## src/rtl/pio_host_sequencer.sv

```systemverilog
// pio_host_sequencer: host-side command sequencer for the pio block.
// Loads a program image (INSTR), replays a configuration descriptor list verbatim,
// then pumps data: TX stream -> PUSH and PULL -> RX stream, shared round-robin
// over NUM_SM machines. On stop it disables every machine with EN 0.
// Ports:
//   clk, reset             clock, synchronous active-high reset
//   start, stop            control pulses
//   prog_len/addr/data     program source (1-cycle read latency)
//   cfg_addr/data          descriptor source {mindex, action, data} (1-cycle latency)
//   action/index/mindex/din  pio command port (one command per cycle)
//   dout, full, empty      pio RX data and per-machine FIFO flags
//   tx_*                   TX stream in (valid/ready)
//   rx_*                   RX stream out (valid/ready holding register)
//   busy, done, err        status: not idle, entered RUN, descriptor overrun
module pio_host_sequencer #(
    parameter int unsigned NUM_SM    = 4,
    parameter int unsigned CFG_DEPTH = 64,
    parameter int unsigned RX_LAT    = 1
) (
    input  logic                         clk,
    input  logic                         reset,
    input  logic                         start,
    input  logic                         stop,
    input  logic [5:0]                   prog_len,
    output logic [4:0]                   prog_addr,
    input  logic [15:0]                  prog_data,
    output logic [$clog2(CFG_DEPTH)-1:0] cfg_addr,
    input  logic [37:0]                  cfg_data,
    output logic [3:0]                   action,
    output logic [4:0]                   index,
    output logic [1:0]                   mindex,
    output logic [31:0]                  din,
    input  logic [31:0]                  dout,
    input  logic [3:0]                   full,
    input  logic [3:0]                   empty,
    input  logic                         tx_valid,
    input  logic [1:0]                   tx_sm,
    input  logic [31:0]                  tx_data,
    output logic                         tx_ready,
    output logic                         rx_valid,
    output logic [1:0]                   rx_sm,
    output logic [31:0]                  rx_data,
    input  logic                         rx_ready,
    output logic                         busy,
    output logic                         done,
    output logic                         err
);

    localparam int unsigned CfgAw = $clog2(CFG_DEPTH);
    localparam logic [CfgAw-1:0] CfgLast = CfgAw'(CFG_DEPTH - 1);
    localparam logic [1:0] SmLast = 2'(NUM_SM - 1);

    localparam logic [3:0] ActNone  = 4'd0;
    localparam logic [3:0] ActInstr = 4'd1;
    localparam logic [3:0] ActPull  = 4'd3;
    localparam logic [3:0] ActPush  = 4'd4;
    localparam logic [3:0] ActEn    = 4'd6;

    typedef enum logic [2:0] {StIdle, StLoadProg, StLoadCfg, StRun, StDisable} state_e;

    state_e            state_q, state_d;
    logic [5:0]        len_q, len_d;
    logic [5:0]        paddr_q, paddr_d;
    logic              pv_q, pv_d;          // program word arriving this cycle
    logic [4:0]        pidx_q, pidx_d;
    logic [CfgAw-1:0]  caddr_q, caddr_d;
    logic              cdone_q, cdone_d;    // last descriptor address already fetched
    logic              cv_q, cv_d;          // descriptor arriving this cycle
    logic              clast_q, clast_d;    // ... and it is the final address
    logic              err_q, err_d;
    logic              done_q, done_d;
    logic [RX_LAT-1:0] pipe_q, pipe_d;      // PULL in flight, MSB = dout valid now
    logic [1:0]        pull_sm_q, pull_sm_d;
    logic [1:0]        last_q, last_d;
    logic [3:0]        blk_q, blk_d;
    logic              pri_rx_q, pri_rx_d;
    logic              stop_pend_q, stop_pend_d;
    logic [1:0]        dis_q, dis_d;
    logic              rx_valid_q, rx_valid_d;
    logic [1:0]        rx_sm_q, rx_sm_d;
    logic [31:0]       rx_data_q, rx_data_d;

    logic       tx_elig, rx_elig, rx_found, grant_tx, grant_rx;
    logic [1:0] rx_m, cand;

    // Eligibility. The scan wraps modulo 4; machines >= NUM_SM are skipped, which
    // keeps round-robin order among the real machines.
    always_comb begin
        tx_elig  = tx_valid && !full[tx_sm] && (32'(tx_sm) < NUM_SM) && !blk_q[tx_sm];
        rx_found = 1'b0;
        rx_m     = 2'd0;
        cand     = 2'd0;
        for (int i = 1; i <= 4; i++) begin
            cand = last_q + 2'(i);
            if (!rx_found && !empty[cand] && !blk_q[cand] && (32'(cand) < NUM_SM)) begin
                rx_found = 1'b1;
                rx_m     = cand;
            end
        end
        rx_elig = (pipe_q == '0) && (!rx_valid_q || rx_ready) && rx_found;
    end

    always_comb begin
        state_d     = state_q;
        len_d       = len_q;
        paddr_d     = paddr_q;
        pv_d        = 1'b0;
        pidx_d      = pidx_q;
        caddr_d     = caddr_q;
        cdone_d     = cdone_q;
        cv_d        = 1'b0;
        clast_d     = clast_q;
        err_d       = err_q;
        done_d      = 1'b0;
        pull_sm_d   = pull_sm_q;
        last_d      = last_q;
        blk_d       = 4'd0;
        pri_rx_d    = pri_rx_q;
        stop_pend_d = stop_pend_q;
        dis_d       = dis_q;
        action      = ActNone;
        index       = 5'd0;
        mindex      = 2'd0;
        din         = 32'd0;
        tx_ready    = 1'b0;
        grant_tx    = 1'b0;
        grant_rx    = 1'b0;

        // The last program word lands in the first LOAD_CFG cycle, so issue it
        // independently of the current state.
        if (pv_q) begin
            action = ActInstr;
            index  = pidx_q;
            din    = {16'h0000, prog_data};
        end

        unique case (state_q)
            StIdle: begin
                if (start) begin
                    err_d   = 1'b0;
                    len_d   = prog_len;
                    paddr_d = 6'd0;
                    caddr_d = '0;
                    cdone_d = 1'b0;
                    state_d = (prog_len == 6'd0) ? StLoadCfg : StLoadProg;
                end
            end
            StLoadProg: begin
                pv_d    = 1'b1;
                pidx_d  = paddr_q[4:0];
                paddr_d = paddr_q + 6'd1;
                if (paddr_q == len_q - 6'd1) state_d = StLoadCfg;
            end
            StLoadCfg: begin
                cv_d    = !cdone_q;
                clast_d = (caddr_q == CfgLast);
                if (!cdone_q) begin
                    if (caddr_q == CfgLast) cdone_d = 1'b1;
                    else                    caddr_d = caddr_q + 1'b1;
                end
                if (cv_q) begin
                    if (cfg_data[35:32] == ActNone) begin
                        // Terminator: not issued; discard the speculative fetch.
                        cv_d        = 1'b0;
                        done_d      = 1'b1;
                        state_d     = StRun;
                        pri_rx_d    = 1'b0;
                        last_d      = SmLast;
                        stop_pend_d = 1'b0;
                    end else begin
                        action = cfg_data[35:32];
                        mindex = cfg_data[37:36];
                        din    = cfg_data[31:0];
                        if (clast_q) begin
                            cv_d    = 1'b0;
                            err_d   = 1'b1;
                            state_d = StIdle;
                        end
                    end
                end
            end
            StRun: begin
                if (stop || stop_pend_q) begin
                    stop_pend_d = 1'b1;
                    if (pipe_q == '0) begin
                        stop_pend_d = 1'b0;
                        dis_d       = 2'd0;
                        state_d     = StDisable;
                    end
                end else begin
                    grant_tx = tx_elig && (!rx_elig || !pri_rx_q);
                    grant_rx = rx_elig && !grant_tx;
                    if (grant_tx) begin
                        action   = ActPush;
                        mindex   = tx_sm;
                        din      = tx_data;
                        tx_ready = 1'b1;
                        blk_d    = 4'b0001 << tx_sm;
                        pri_rx_d = 1'b1;
                    end else if (grant_rx) begin
                        action    = ActPull;
                        mindex    = rx_m;
                        blk_d     = 4'b0001 << rx_m;
                        pull_sm_d = rx_m;
                        last_d    = rx_m;
                        pri_rx_d  = 1'b0;
                    end
                end
            end
            StDisable: begin
                action = ActEn;
                mindex = dis_q;
                dis_d  = dis_q + 2'd1;
                if (dis_q == SmLast) state_d = StIdle;
            end
            default: state_d = StIdle;
        endcase
    end

    always_comb begin
        pipe_d     = (pipe_q << 1) | RX_LAT'(grant_rx);
        rx_valid_d = rx_valid_q;
        rx_sm_d    = rx_sm_q;
        rx_data_d  = rx_data_q;
        if (pipe_q[RX_LAT-1]) begin
            rx_valid_d = 1'b1;
            rx_sm_d    = pull_sm_q;
            rx_data_d  = dout;
        end else if (rx_ready) begin
            rx_valid_d = 1'b0;
        end
    end

    always_ff @(posedge clk) begin
        if (reset) begin
            state_q     <= StIdle;
            len_q       <= 6'd0;
            paddr_q     <= 6'd0;
            pv_q        <= 1'b0;
            pidx_q      <= 5'd0;
            caddr_q     <= '0;
            cdone_q     <= 1'b0;
            cv_q        <= 1'b0;
            clast_q     <= 1'b0;
            err_q       <= 1'b0;
            done_q      <= 1'b0;
            pipe_q      <= '0;
            pull_sm_q   <= 2'd0;
            last_q      <= SmLast;
            blk_q       <= 4'd0;
            pri_rx_q    <= 1'b0;
            stop_pend_q <= 1'b0;
            dis_q       <= 2'd0;
            rx_valid_q  <= 1'b0;
            rx_sm_q     <= 2'd0;
            rx_data_q   <= 32'd0;
        end else begin
            state_q     <= state_d;
            len_q       <= len_d;
            paddr_q     <= paddr_d;
            pv_q        <= pv_d;
            pidx_q      <= pidx_d;
            caddr_q     <= caddr_d;
            cdone_q     <= cdone_d;
            cv_q        <= cv_d;
            clast_q     <= clast_d;
            err_q       <= err_d;
            done_q      <= done_d;
            pipe_q      <= pipe_d;
            pull_sm_q   <= pull_sm_d;
            last_q      <= last_d;
            blk_q       <= blk_d;
            pri_rx_q    <= pri_rx_d;
            stop_pend_q <= stop_pend_d;
            dis_q       <= dis_d;
            rx_valid_q  <= rx_valid_d;
            rx_sm_q     <= rx_sm_d;
            rx_data_q   <= rx_data_d;
        end
    end

    assign prog_addr = paddr_q[4:0];
    assign cfg_addr  = caddr_q;
    assign rx_valid  = rx_valid_q;
    assign rx_sm     = rx_sm_q;
    assign rx_data   = rx_data_q;
    assign busy      = (state_q != StIdle);
    assign done      = done_q;
    assign err       = err_q;

endmodule

```

## config.mk

```make
export PLATFORM = sky130hd
export DESIGN_NAME = pio_host_sequencer
export DESIGN_NICKNAME = d
export VERILOG_FILES = /design/src/rtl/pio_host_sequencer.sv
export SDC_FILE = /design/constraint.sdc
export NUM_CORES = 1
export LEC_CHECK = 0
export CAP_MARGIN = 5
export CORE_MARGIN = 2
export CORE_UTILIZATION = 40
export DETAILED_ROUTE_END_ITERATION = 6
export GPL_TIMING_DRIVEN = 0
export HOLD_SLACK_MARGIN = 0.15
export PLACE_DENSITY_LB_ADDON = 0.1
export SYNTH_ARGS = -nofsm -noshare
export SYNTH_HDL_FRONTEND = slang
export SYNTH_SLANG_ARGS = --single-unit
```

## constraint.sdc

```tcl
create_clock -name clk -period 3.6 [get_ports clk]
set_clock_uncertainty 0.15 [all_clocks]
set_input_delay 0.72 -clock clk [delete_from_list [all_inputs] [get_ports clk]]
set_output_delay 0.72 -clock clk [all_outputs]
set_load 0.01 [all_outputs]
```

Word level (Yosys, flattened, before mapping)
Cells that the tools add are included.

storage, ports and cells
  register bits after elaboration = 80
  logic and storage cells = 222

operators by class
  add/sub/neg operators = 7
  order comparisons = 5
  eq/ne operators = 23
  shifts and indexed selects = 2
  muxes and demuxes = 101
  bitwise logic cells = 6
  reductions and logical operators = 57

operators with widths
  operator                                                     count
  two-way mux 32 bit                                           4
  one-hot mux 32 bit (2 select lines)                          1
  two-way mux 1 bit                                            38
  two-way mux 2 bit                                            17
  two-way mux 4 bit                                            7
  != test 2 bit (second input constant)                        14
  two-way mux 3 bit                                            8
  one-hot mux 6 bit (2 select lines)                           2
  binary-select mux 1 bit (select 2 bit)                       10
  logical NOT 1 bit                                            18
  two-way mux 6 bit                                            3
  two-way mux 16 bit                                           1
  less-than comparator 2 x 3 -> 1 bit (second input constant)  5
  one-hot mux 3 bit (5 select lines)                           1
  logical AND 1 bit                                            13
  adder 6 x 1 -> 6 bit (second input constant)                 2
  one-hot mux 4 bit (3 select lines)                           1
  AND reduction 4 bit                                          3
  AND reduction 5 bit                                          2
  nonzero test 2 bit                                           5
  one-hot mux 1 bit (2 select lines)                           4
  one-hot mux 2 bit (2 select lines)                           2
  left shift 1 x 2 -> 4 bit (first input constant)             2
  AND reduction 7 bit                                          1
  other kinds (23)                                             37

Longest topological paths before layout
  depth in word-level cells = 28
  mapped depth = 8
  gate-level depth less buffers = 7

Worst setup path before layout
OpenSTA, ideal clock, no wires.

  path kind = in2out
  from = input tx_sm[1]
  to = output din[11]
  arrival time = 2263 ps
  path slack = 467 ps
  stages on the path = 7
  path buffers = 2
  path through = buf_4 > nor3_1 > a211oi_2 > a2111o_1 > buf_4 > nor4b_1 > a311oi_1

between the ends
  cells in the longest elaborated chain, start to end = 9
  elaborated cells between the ends (all ways) = 12
  those cells by class = 7 x mux; 5 x reduce/logical

RTL lines
  what                                     RTL line  text
  from (decl)                              37        input logic [1:0] tx_sm,
  binary-select mux 1 bit (select 2 bit)   89        tx_elig = tx_valid && !full[tx_sm] && (32'(tx_sm) < NUM_SM) && !blk_q[tx_sm];
  two-way mux 1 bit (not written as such)  89
  logical NOT 1 bit                        89
  logical AND 1 bit                        89
  logical AND 1 bit (*)                    89
  logical AND 1 bit (*)                    191       grant_tx = tx_elig && (!rx_elig || !pri_rx_q);
  two-way mux 32 bit (*)                   193       if (grant_tx) begin
  two-way mux 32 bit (*)                   183       if (stop || stop_pend_q) begin
  one-hot mux 32 bit (2 select lines) (*)  137       unique case (state_q)
  to (decl)                                32        output logic [31:0] din,

Mark *: on every way between the ends. The rest lies on a longest branch, timed or not. The select of a mux whose other input is x is not followed.

Final worst setup path
  from = input full[0]
  to = output din[8]

between the ends
  cells in the longest elaborated chain, start to end = 9

RTL lines
  what                                     RTL line  text
  from (decl)                              34        input logic [3:0] full,
  binary-select mux 1 bit (select 2 bit)   89
  two-way mux 1 bit (not written as such)  89
  logical NOT 1 bit                        89
  logical AND 1 bit (2 in a row)           89
  logical AND 1 bit                        191
  two-way mux 32 bit                       193
  two-way mux 32 bit                       183
  one-hot mux 32 bit (2 select lines)      137

Every way passes these cells. The select of a mux whose other input is x is not followed.

==> run metrics <==
worst r2r dst=paddr_q[2]; Routed WL per cell=17.9 um; initial core utilization=41.0%; cells after synthesis=approximately 570; share of power burned in registers=just under 30%; total power=approximately 3.4 mW; syn_nets=711; DP HPWL=13000 um; depth of the CTS H-tree=3; Mean Syn Cell Area=between 8 and 9 um^2; CTS Sinks=80; Crit-path slowest cell=a2111o_1; Psw=approximately 1.3 mW; dominant cell type by area after synthesis=dfxtp_1; clock transition at the registers of the reported paths=about 60 ps; Layout Nets=approximately 1000; Diodes inserted=0; Synth Warn #=0; Yosys top cell area share=34.4%; period utilization=between 90% and 100%; Post-synth ARST share=0%; GR Util met1=approximately a third; Hold Buf Count CTS=0; Reg2Reg Depth=6; vias in the first global route=approximately 5600; GP Congestion=0.910; vias per inst=around 5.6; synthesized area=approximately 4700 um^2; Required @ worst endpoint=around 2700 ps; clock tree from TritonCTS=yes; Critical Path Start Type=input pin; I/O pins=~230; run status=completed; largest net degree at the start of global routing=13; number of synthesized flops with an enable pin=0; crit-path max cell delay=480 ps; LEAKAGE=just under 3 nW; initial antenna violation count=0; Clock Tree Buf Depth=2; register area share after synthesis=around a third; P_int=around 2.1 mW; fin crit period=~3600 ps; utilization after layout=roughly two thirds; Unique masters post-synth=64; power density cells=approximately 440 nW/um^2; final setup margin=7.24 ps; Max Clk Rate=between 200 and 300 MHz; synthesized flop and latch total=80; final setup vio count=0; core region area=11400 um^2; Congestion Overflow GR=0; Min Hold Slack=roughly 310 ps; Worst Hold Launch=pidx_q[1]; Rel. slew slack=about 52%; M2 GR Usage=46.4%; Comb pwr share=44.6%; drt drc=0; share of layout cells above drive strength 1=around 16%; Die ar.=12500 um^2; RSZ-0062 raised after global routing=yes; Worst IR Drop VDD=339 uV; Clock power frac=between 20% and 30%; global routing's busiest layer=met2; WS Path Type=in -> out; switching part of the total=a little under two fifths; GRT Util Overall=27.6%; clock latency on the worst-skew pair=roughly 330 ps; pre-CTS setup slack=-896 ps; max-slew violation count=0; Area Overhead vs Synth=65.9%; Setup crit end kind=output port; ANT nets after route=0; Num CTS Buffers=9; Post-Route Setup TNS=0 ps; row cnt=39; Hold EP=pidx_q[1]; hold depth=2; first-iteration detailed-routing DRC count=506; CP Cell Sequence=clkdlybuf4s50_1 -> nor3_4 -> a211oi_4 -> a2111o_1 -> buf_6 -> buf_4 -> nor4b_2 -> a311oi_1 -> buf_2; Die Y=between 100 and 150 um; max-cap viol count=0; chip width=about 110 um; critical path arrival=~2700 ps; wirelength, routed=around 18000 um; Main synth FF type=dfxtp_1; Synth area leaders=dfxtp_1 34%, mux2i_1 7.7%, nor2_1 5.7%, nand2_1 5.5%, a21oi_1 4.5%; top-count cell post-synth=dfxtp_1; most common library cells after synthesis=80 x dfxtp_1, 71 x nor2_1, 68 x nand2_1; clk root buf=clkbuf_16; GRT met3 Usage=9.09%; Hold Vio Cnt, Final=0; worst reg2reg setup slack=about 1200 ps; DR vias=5528; Worst Path Max Fanout=5; first drt pass iteration count=5; worst r2r src=state_q[0]; worst hold path type=reg -> reg; first-pass GRT wire length=28200 um; slew at the pin closest to its max-slew limit=716 ps; PortBufs=about 230
-- critical path, delay by kind of cell --
kind,cells,cell delay (ps)
AOI/OAI and AO/OA,3,630
and+or+nand+nor,2,440
buffers and inverters,4,940
-- sequential cells by signal (all words and copies together) (netlist names) --
name,count
rx_data,32
cfg_addr,6
len_q,6
paddr_q,6
pidx_q,5
blk_q,4
state_q,3
dis_q,2
last_q,2
pull_sm_q,2
rx_sm,2
cdone_q,1
clast_q,1
cv_q,1
done,1
err,1
pipe_q,1
pri_rx_q,1
pv_q,1
rx_valid,1
stop_pend_q,1
-- through the flow --
stage | instances | cell area (um^2)
after detailed placement | 941 | 7150
after floorplan | 567 | 4660
final | 982 | 7730
after CTS | 979 | 7690
after global routing | 982 | 7730
after global placement | 941 | 7150
-- worst max path at each step --
stage            startpoint  slack [ps]  depth (start not counted)   endpoint
2_1_floorplan      tx_sm[1]         470                          7    din[11]
3_5_place_dp   cfg_data[34]        -900                          8    din[20]
5_1_grt             full[0]         -50                          9     din[8]
6_report            full[0]           7                          9     din[8]
4_1_cts                stop           2                          6  action[1]
3_3_place_gp   cfg_data[34]        -790                          8    din[30]
-- timing repair --
| action | CTS | global route |
|---|---|---|
| buffers inserted | 21 | 4 |
| cloned | 3 | 1 |
| resized for setup | 176 | 20 |
| pin swaps | 25 | 19 |
| endpoints found under the setup margin | 38 | 31 |
-- per-layer routing --
layer	wire length, um	vias up
met5	0	-
met4	502	0
met3	1930	42
met2	8400	308
met1	6770	2576
li1	-	2602
-- power groups by stage --
stage          Combinational [mW]  Clock [mW]  Sequential (mW)
2_1_floorplan               0.844           0             1.00
3_3_place_gp                 1.40           0             1.01
3_5_place_dp                 1.44           0             1.01
4_1_cts                      1.47       0.880            0.996
5_1_grt                      1.64       0.920             1.00
6_report                     1.50       0.869            0.997
-- cells by family after synthesis --
group | count (synthesis) | share of synthesized area (%)
buf+inv | 55 | 5.50
flops | 80 | 34.4
compound gates | 145 | 24.7
simple gates | 232 | 23.6
mux | 39 | 8.46
fa+ha+maj | 4 | 1.07
xor+xnor | 12 | 2.26
-- layout by cell type (no fill, tap or decap), drive strengths merged, types with 6 or more instances in the layout --
cell type,instances
clkdlybuf4s15,7
nand3,32
xor2,6
dlygate4sd2,9
o21ai,21
nor4b,8
inv,6
clkdlybuf4s50,180
nor3,7
nand2,68
clkbuf,39
a22o,17
nor2,71
a21oi,42
buf,77
mux2i,36
dfxtp,80
or3,10
xnor2,6
a311oi,8
a2bb2oi,8
and2,7
-- cell type report --
cell class / count / area (um^2)
clock inverters: 3 / 15.0
clock buffers: 13 / 270
flip-flops and latches: 80 / 1600
plain buffers: 47 / 260
well taps: 143 / 179
fillers: 964 / 3640
repair buffers: 257 / 2380
inverters: 6 / 22.5
multi-input cells: 433 / 3000
Note: power is estimated with default switching activity, not from simulation.
